### config.mk
export PLATFORM = sky130hd
export DESIGN_NAME = pipelined_addsub
export DESIGN_NICKNAME = d
export VERILOG_FILES = /design/src/rtl/pipelined_addsub.sv
export SDC_FILE = /design/constraint.sdc
export NUM_CORES = 1
export LEC_CHECK = 0
export ABC_AREA = 1
export CAP_MARGIN = 20
export CORE_MARGIN = 4
export CORE_UTILIZATION = 40
export DETAILED_ROUTE_END_ITERATION = 8
export MAX_ROUTING_LAYER = met4
export PLACE_DENSITY = 0.72
export SYNTH_ARGS = -nofsm -noshare
export SYNTH_HDL_FRONTEND = slang
export SYNTH_SLANG_ARGS = --single-unit
### constraint.sdc
create_clock -name clock -period 7.9 [get_ports clock]
set_clock_uncertainty 0.1 [all_clocks]
set_input_delay 1.58 -clock clock [delete_from_list [all_inputs] [get_ports clock]]
set_output_delay 1.58 -clock clock [all_outputs]
set_load 0.1 [all_outputs]
### src/rtl/pipelined_addsub.sv
// ============================================================================
// Module   : pipelined_addsub
// Function : Pipelined signed/unsigned adder-subtractor, one BLOCK-bit slice
//            per stage, with saturation, carry/zero flags and full-pipe stall.
// Revision : 1.0
// ============================================================================
`default_nettype none

module pipelined_addsub #(
    parameter int WIDTH  = 32,
    parameter int BLOCK  = 8,
    parameter int SAT_EN = 1
) (
    input  logic             clock,
    input  logic             reset,
    input  logic             in_valid,
    output logic             in_ready,
    input  logic [WIDTH-1:0] data_operandA,
    input  logic [WIDTH-1:0] data_operandB,
    input  logic             ctrl_sub,
    input  logic             ctrl_sat,
    output logic             out_valid,
    input  logic             out_ready,
    output logic [WIDTH-1:0] data_result,
    output logic             overflow,
    output logic             carry_out,
    output logic             zero
);

    localparam int c_NB = WIDTH / BLOCK;
    localparam int c_NR = (c_NB > 1) ? (c_NB - 1) : 1;

    logic                 w_advance;

    // Per-stage inputs (source) and slice-adder results (next).
    logic [c_NB-1:0]      w_src_v;
    logic [c_NB-1:0]      w_src_c;
    logic [c_NB-1:0]      w_src_sat;
    logic [WIDTH-1:0]     w_src_a [c_NB];
    logic [WIDTH-1:0]     w_src_b [c_NB];
    logic [WIDTH-1:0]     w_src_s [c_NB];
    logic [WIDTH-1:0]     w_nx_s  [c_NB];
    logic [c_NB-1:0]      w_nx_c;

    // Inter-stage registers: stage k result feeds stage k+1.
    logic [c_NR-1:0]      r_p_v;
    logic [c_NR-1:0]      r_p_c;
    logic [c_NR-1:0]      r_p_sat;
    logic [WIDTH-1:0]     r_p_a [c_NR];
    logic [WIDTH-1:0]     r_p_b [c_NR];
    logic [WIDTH-1:0]     r_p_s [c_NR];

    logic                 r_out_valid;
    logic [WIDTH-1:0]     r_result;
    logic                 r_ovf;
    logic                 r_cout;
    logic                 r_zero;

    logic                 w_top_a;
    logic                 w_top_b;
    logic [WIDTH-1:0]     w_raw;
    logic                 w_ovf;
    logic                 w_do_sat;
    logic [WIDTH-1:0]     w_result;

    assign w_advance = ~r_out_valid | out_ready;
    assign in_ready  = w_advance;

    always_comb begin
        w_src_v   = '0;
        w_src_c   = '0;
        w_src_sat = '0;
        for (int k = 0; k < c_NB; k++) begin
            w_src_a[k] = '0;
            w_src_b[k] = '0;
            w_src_s[k] = '0;
        end
        // Subtract is A + ~B + 1: the +1 enters as stage-0 carry-in.
        w_src_v[0]   = in_valid;
        w_src_c[0]   = ctrl_sub;
        w_src_sat[0] = ctrl_sat;
        w_src_a[0]   = data_operandA;
        w_src_b[0]   = ctrl_sub ? ~data_operandB : data_operandB;
        for (int k = 1; k < c_NB; k++) begin
            w_src_v[k]   = r_p_v[k-1];
            w_src_c[k]   = r_p_c[k-1];
            w_src_sat[k] = r_p_sat[k-1];
            w_src_a[k]   = r_p_a[k-1];
            w_src_b[k]   = r_p_b[k-1];
            w_src_s[k]   = r_p_s[k-1];
        end
    end

    always_comb begin
        logic [BLOCK:0] v_sum;
        w_nx_c = '0;
        v_sum  = '0;
        for (int k = 0; k < c_NB; k++) begin
            v_sum = {1'b0, w_src_a[k][k*BLOCK +: BLOCK]}
                  + {1'b0, w_src_b[k][k*BLOCK +: BLOCK]}
                  + {{BLOCK{1'b0}}, w_src_c[k]};
            w_nx_s[k]                     = w_src_s[k];
            w_nx_s[k][k*BLOCK +: BLOCK]   = v_sum[BLOCK-1:0];
            w_nx_c[k]                     = v_sum[BLOCK];
        end
    end

    // Final stage: flags and saturation are resolved before the output register.
    assign w_top_a  = w_src_a[c_NB-1][WIDTH-1];
    assign w_top_b  = w_src_b[c_NB-1][WIDTH-1];
    assign w_raw    = w_nx_s[c_NB-1];
    assign w_ovf    = (w_top_a == w_top_b) & (w_raw[WIDTH-1] != w_top_a);
    assign w_do_sat = (SAT_EN != 0) & w_src_sat[c_NB-1] & w_ovf;
    assign w_result = !w_do_sat ? w_raw
                    : (w_top_a ? {1'b1, {(WIDTH-1){1'b0}}}
                               : {1'b0, {(WIDTH-1){1'b1}}});

    always_ff @(posedge clock) begin
        if (reset) begin
            r_p_v       <= '0;
            r_p_c       <= '0;
            r_p_sat     <= '0;
            for (int k = 0; k < c_NR; k++) begin
                r_p_a[k] <= '0;
                r_p_b[k] <= '0;
                r_p_s[k] <= '0;
            end
            r_out_valid <= 1'b0;
            r_result    <= '0;
            r_ovf       <= 1'b0;
            r_cout      <= 1'b0;
            r_zero      <= 1'b0;
        end else if (w_advance) begin
            for (int k = 0; k < c_NB - 1; k++) begin
                r_p_v[k]   <= w_src_v[k];
                r_p_c[k]   <= w_nx_c[k];
                r_p_sat[k] <= w_src_sat[k];
                r_p_a[k]   <= w_src_a[k];
                r_p_b[k]   <= w_src_b[k];
                r_p_s[k]   <= w_nx_s[k];
            end
            r_out_valid <= w_src_v[c_NB-1];
            r_result    <= w_result;
            r_ovf       <= w_ovf;
            r_cout      <= w_nx_c[c_NB-1];
            r_zero      <= (w_result == '0);
        end
    end

    assign out_valid   = r_out_valid;
    assign data_result = r_result;
    assign overflow    = r_ovf;
    assign carry_out   = r_cout;
    assign zero        = r_zero;

endmodule

`default_nettype wire
==> results.sh, run 1 <==
export IMPL_final_nets=1037
export IMPL_finalMaxSlewViolations=0
export IMPL_irDropWorstVdd_mv=0.131
export IMPL_chipWidth_um=154
export IMPL_post_route_util_pct=49.7
export IMPL_routed_wl_um=14900
export IMPL_min_delay_start="zero"
export IMPL_grt_max_degree=104
export IMPL_p_leak_nw=4.42
export IMPL_rr_worst_depth=7
export IMPL_synth_top_area_share_pct=50.6
export IMPL_synth_area_leader_cell="edfxtp_1"
export IMPL_clk_pin_slew_worst_paths_ns=0.07
export IMPL_cts_root_buf="clkbuf_16"
export IMPL_drive_gt1_share_pct=5.61
export IMPL_status="finished clean"
export IMPL_period_needed_ns=5.01
export IMPL_path_buf_inv=3
export IMPL_cts_tree="built"
export IMPL_dieArea_mm2=0.0238
export IMPL_fin_crit_sh_pct=63.4
export IMPL_synth_edf_count=144
export IMPL_hold_class="reg2reg"
export IMPL_drc=0
export IMPL_hold_viol=0
export IMPL_yosys_most_used_dff="edfxtp_1"
export IMPL_slowest_stage="clkdlybuf4s50_1"
export IMPL_grt_pass1_wl_um=24800
export IMPL_die_height_um=154
export IMPL_max_freq_mhz=200
export IMPL_antenna_found_initial=0
export IMPL_drt_iter0_markers=350
export IMPL_setup_tns_ns=0
export IMPL_dpl_hpwl_um=10100
export IMPL_worst_pin_slew_ns=1.06
export IMPL_pre_cts_slack_ns=2.88
export IMPL_netlist_instances=836
export IMPL_fillers=1901
export IMPL_cts_sinks=189
export IMPL_portBuffers=106
export IMPL_initial_utilization_pct=40.7
export IMPL_ctsHtreeMaxLevel=4
export IMPL_max_cap_viol_count=0
export IMPL_vias=5408
export IMPL_rr_endpoint="r_p_b[0][93]"
export IMPL_path_cells="clkdlybuf4s50_1 > nor2_1 > inv_1 > clkdlybuf4s50_1"
export IMPL_power_density_mw_per_mm2=221
export IMPL_cts_resized=0
export IMPL_detail_route_vias_per_cell=4.43
export IMPL_antenna_cells=0
export IMPL_syn_area_per_cell_um2=10.2
export IMPL_finalSetupViolCount=0
export IMPL_ys_ff_latch=189
export IMPL_crit_path_end_kind="output pin"
export IMPL_ys_top_cells_by_count="144 x edfxtp_1, 143 x inv_1, 143 x nor2_1"
export IMPL_antenna_left=0
export IMPL_num_rows=53
export IMPL_first_global_vias=5266
export IMPL_grt_usage_pct=13.1
export IMPL_routedWlPerCell_um=12.2
export IMPL_grt_ovfl_total=0
export IMPL_required_ns=6.22
export IMPL_yosysWarnings=0
export IMPL_cp_top_family="buffers and inverters"
export IMPL_synth_nets=941
export IMPL_ys_top_cells_by_area="edfxtp_1 51%, dfxtp_1 11%, inv_1 6.3%"
export IMPL_cts_buffer_depth=2
export IMPL_worst_path_most_repeated_cell="clkdlybuf4s50_1"
export IMPL_drt_first_pass_iters=4
export IMPL_yosysMostFrequentCell="edfxtp_1"
export IMPL_core_mm2=0.0210
export IMPL_areaGrowthSynthToFinish_pct=22.1
export IMPL_io_pins=107
export IMPL_path_class="in2out"
export IMPL_slew_headroom_pct=29.4
export IMPL_rr_startpoint="out_valid"
export IMPL_cp_start_kind="primary input"
export IMPL_ys_async_sr_fraction_pct=0
export IMPL_finalWorstSetupSlack_ns=2.89
export IMPL_clock_latency_ns=0.43
export IMPL_timing_reg2reg_setup_slack_ns=5.20
export IMPL_numCtsBuffers=17
export IMPL_holdBufCountCts=0
export IMPL_rsz0062_at_grt="no"
export IMPL_arrival_ns=3.33
export IMPL_ys_seq_area_share_pct=61.1
export IMPL_ys_types=36
export IMPL_gp_congestion=0.805
export IMPL_cp_max_fo=3
export IMPL_synth_area_mm2=0.00855
export IMPL_post_cts_setup_buffer_count=0
export IMPL_hold_depth=2
export IMPL_max_stage_delay_ns=1.14
export IMPL_hold_path_end="zero"
how the worst max path moves through the flow:
| stage | slack [ns] | endpoint | startpoint | depth (start not counted) |
|---|---|---|---|---|
| 2_1_floorplan | 1.85 | r_p_a[0][10] | out_ready | 5 |
| 3_3_place_gp | 2.89 | in_ready | out_ready | 4 |
| 3_5_place_dp | 2.88 | in_ready | out_ready | 4 |
| 4_1_cts | 2.88 | in_ready | out_ready | 4 |
| 5_1_grt | 2.84 | in_ready | out_ready | 4 |
| 6_report | 2.89 | in_ready | out_ready | 4 |
kinds of logic after synthesis:
| logic type | share of synthesized area, % |
|---|---|
| flops | 61.1 |
| compound gates | 8.77 |
| fa+ha+maj | 5.74 |
| buf+inv | 8.14 |
| simple gates | 12.5 |
| xor+xnor | 3.69 |
routing by layer:
| metal | global-route usage [%] | wire, µm | vias to the layer above |
|---|---|---|---|
| met5 | - | 0 | - |
| met4 | 4.16 | 176 | 0 |
| met3 | 2.88 | 620 | 11 |
| met2 | 20.2 | 6800 | 98 |
| met1 | 17.6 | 7260 | 2391 |
| li1 | - | - | 2908 |
power by group:
part	internal, mW	switching, mW
sequential	1.14	0.0245
combinational	0.113	0.183
clock	0.468	0.376
total	1.72	0.583
final cells by class:
class                           count  area (µm²)  area share (%)
Clock buffer                       21         504            4.83
Timing Repair Buffer              111        1090            10.5
Multi-Input combinational cell    469        2630            25.2
Clock inverter                     11        91.3           0.875
Inverter                          144         548            5.25
Tap cell                          275         344            3.30
Sequential cell                   189        5230            50.1
worst register-to-register path, stage by stage, from the launching register on:
cell and delay [ns]:
dfxtp_1 0.33, inv_1 0.04, nor2_1 0.16, nor2_2 0.05, buf_4 0.25, inv_4 0.45, buf_4 0.85, nor2_1 0.17
placed cells by master (no fill, tap or decap), types with 3 or more instances in the layout:
cell type,n
edfxtp_1,144
inv_1,142
nor2_1,141
clkdlybuf4s50_1,105
nand2_1,91
a21oi_1,57
o21ai_0,53
dfxtp_1,45
ha_1,28
xnor2_1,26
clkbuf_16,20
nand3_1,12
xor2_1,10
a22o_1,7
o21ai_1,7
fa_1,7
buf_4,5
inv_6,4
o41ai_1,4
nor2_2,3
o22ai_1,3
inv_8,3
sequential cells by signal (all words and copies together) (netlist names):
signal       cells
data_result     32
out_valid        1
overflow         1
r_p_v            3
r_p_b           48
r_p_a           48
zero             1
r_p_sat          3
r_p_s           48
r_p_c            3
carry_out        1
stage by stage:
step | std cells | power, mW | area (µm²) | hold WS (ns)
floorplan | 836 | 1.39 | 8550 | 0.330
global placement | 1188 | 1.48 | 9840 | 0.340
detailed placement | 1188 | 1.49 | 9840 | 0.344
CTS | 1220 | 2.33 | 10400 | 0.359
global route | 1220 | 2.40 | 10400 | 0.389
finish | 1220 | 2.31 | 10400 | 0.357
(Power assumes the default switching activity.)
==> run 2: changes to the inputs <==
--- a/config.mk
+++ b/config.mk
@@ -11,7 +11,7 @@
 export CORE_UTILIZATION = 40
 export DETAILED_ROUTE_END_ITERATION = 8
 export MAX_ROUTING_LAYER = met4
-export PLACE_DENSITY = 0.72
+export PLACE_DENSITY = 0.74
 export SYNTH_ARGS = -nofsm -noshare
 export SYNTH_HDL_FRONTEND = slang
 export SYNTH_SLANG_ARGS = --single-unit
==> constraint.sdc (replaced) <==
create_clock -name clock -period 4.5 [get_ports clock]
set_clock_uncertainty 0.1 [all_clocks]
set_input_delay 0.9 -clock clock [delete_from_list [all_inputs] [get_ports clock]]
set_output_delay 0.9 -clock clock [all_outputs]
set_load 0.1 [all_outputs]
==> results.sh, run 2 (same netlist as run 1, synthesis figures left out) <==
export IMPL_status="finished clean"
export IMPL_core_mm2=0.0210
export IMPL_rsz0062_at_grt="no"
export IMPL_cp_start_kind="primary input"
export IMPL_instances_no_fill=1221
export IMPL_vias=5511
export IMPL_min_delay_start="data_result[15]"
export IMPL_finalSetupViolCount=0
export IMPL_hold_depth=2
export IMPL_io_pins=107
export IMPL_fin_crit_sh_pct=70.3
export IMPL_cts_root_buf="clkbuf_16"
export IMPL_wl_met3_um=594
export IMPL_dr_wl_met2_um=7160
export IMPL_cts_resized=0
export IMPL_antenna_cells=0
export IMPL_drt_iter0_markers=380
export IMPL_dpl_hpwl_um=10200
export IMPL_dieArea_mm2=0.0238
export IMPL_numCtsBuffers=17
export IMPL_wl_met1_um=7120
export IMPL_grt_ovfl_total=0
export IMPL_post_route_util_pct=49.8
export IMPL_holdBufCountCts=0
export IMPL_p_leak_nw=4.43
export IMPL_max_stage_delay_ns=0.69
export IMPL_finalMaxSlewViolations=0
export IMPL_required_ns=4.68
export IMPL_drt_first_pass_iters=4
export IMPL_rr_startpoint="r_p_b[0][88]"
export IMPL_crit_start="ctrl_sub"
export IMPL_initial_utilization_pct=40.7
export IMPL_antenna_left=0
export IMPL_stdcell_area_mm2=0.0105
export IMPL_clock_latency_ns=0.43
export IMPL_grt_max_degree=80
export IMPL_crit_path_end_kind="flip-flop"
export IMPL_chipWidth_um=154
export IMPL_most_common_layout_cells="144 x edfxtp_1, 140 x inv_1, 140 x nor2_1"
export IMPL_grt_pass1_wl_um=25000
export IMPL_ctsHtreeMaxLevel=4
export IMPL_grt_usage_pct=13.4
export IMPL_finalWorstSetupSlack_ns=1.34
export IMPL_reg_top3="r_p_a: 48 flops, r_p_b: 48 flops, r_p_s: 48 flops"
export IMPL_max_cap_viol_count=0
export IMPL_multiInputGateArea_mm2=0.00264
export IMPL_areaGrowthSynthToFinish_pct=22.4
export IMPL_num_rows=53
export IMPL_max_freq_mhz=316
export IMPL_detail_route_vias_per_cell=4.51
export IMPL_drc=0
export IMPL_cts_sinks=189
export IMPL_cts_buffer_depth=2
export IMPL_fillers=1874
export IMPL_worst_pin_slew_ns=1.04
export IMPL_cp_max_fo=32
export IMPL_arrival_ns=3.35
export IMPL_period_needed_ns=3.16
export IMPL_irDropWorstVdd_mv=0.206
export IMPL_path_cells="buf_2 > xor2_1 > fa_1 > a21oi_1 > o21ai_0 > nand2_1 > nand2_1 > a21oi_1 > nor2_1 > nor2_1 > nor2_1 > o21ai_0 > o21ai_0"
export IMPL_antenna_found_initial=0
export IMPL_routed_wl_um=15100
export IMPL_final_nets=1038
export IMPL_gp_congestion=0.773
export IMPL_pre_cts_slack_ns=0.882
export IMPL_hold_class="reg2reg"
export IMPL_power_density_mw_per_mm2=387
export IMPL_clk_pin_slew_worst_paths_ns=0.07
export IMPL_dpl_cell_count=1189
export IMPL_die_height_um=154
export IMPL_post_cts_setup_buffer_count=0
export IMPL_top_layer_used="met4"
export IMPL_path_class="in2reg"
export IMPL_slew_headroom_pct=30.2
export IMPL_placed_cell_area_mm2=0.00987
export IMPL_cts_tree="built"
export IMPL_routedWlPerCell_um=12.3
export IMPL_rr_worst_depth=14
export IMPL_drive_gt1_share_pct=6.24
export IMPL_hold_viol=0
export IMPL_final_common_cell="edfxtp_1"
export IMPL_p_total_mw=4.05
export IMPL_first_global_vias=5146
export IMPL_regArea_mm2=0.00523
export IMPL_slowest_stage="buf_2"
export IMPL_portBuffers=106
run 2: worst paths after layout:
check	to	slack, ns
max	r_p_c[0]	1.34
min	data_result[15]	0.36
max reg2reg	zero	1.81
min reg2reg	data_result[15]	0.36
run 2: critical path: cells and delay by family:
family	cells	cell delay (ns)
buffers and inverters	1	0.69
AOI/OAI and AO/OA	5	0.68
adders and majority gates	1	0.48
and+or+nand+nor	5	0.33
xor gates and xnor gates	1	0.23
run 2: layer usage:
layer	GRT usage, %	vias up
met5	-	-
met4	4.67	0
met3	2.77	13
met2	21.1	105
met1	17.3	2487
li1	-	2906
run 2: through the flow:
| step | TNS [ns] | hold slack [ns] |
|---|---|---|
| 2_1_floorplan | -8.91 | 0.323 |
| 3_3_place_gp | 0 | 0.339 |
| 3_5_place_dp | 0 | 0.348 |
| 4_1_cts | 0 | 0.361 |
| 5_1_grt | 0 | 0.385 |
| 6_report | 0 | 0.359 |
run 2: final cells by class:
type / instances / area share (%)
Sequential cell: 189 / 50.0
Multi-Input combinational cell: 469 / 25.2
Timing Repair Buffer: 112 / 10.6
Inverter: 144 / 5.26
Clock buffer: 22 / 4.70
Tap cell: 275 / 3.29
Clock inverter: 10 / 0.945
run 2: power breakdown:
group          switching, mW  leakage [nW]  internal (mW)  total, mW
clock network          0.636         0.298          0.845       1.48
logic                  0.324          2.06          0.199      0.523
registers             0.0440          2.07           2.00       2.05
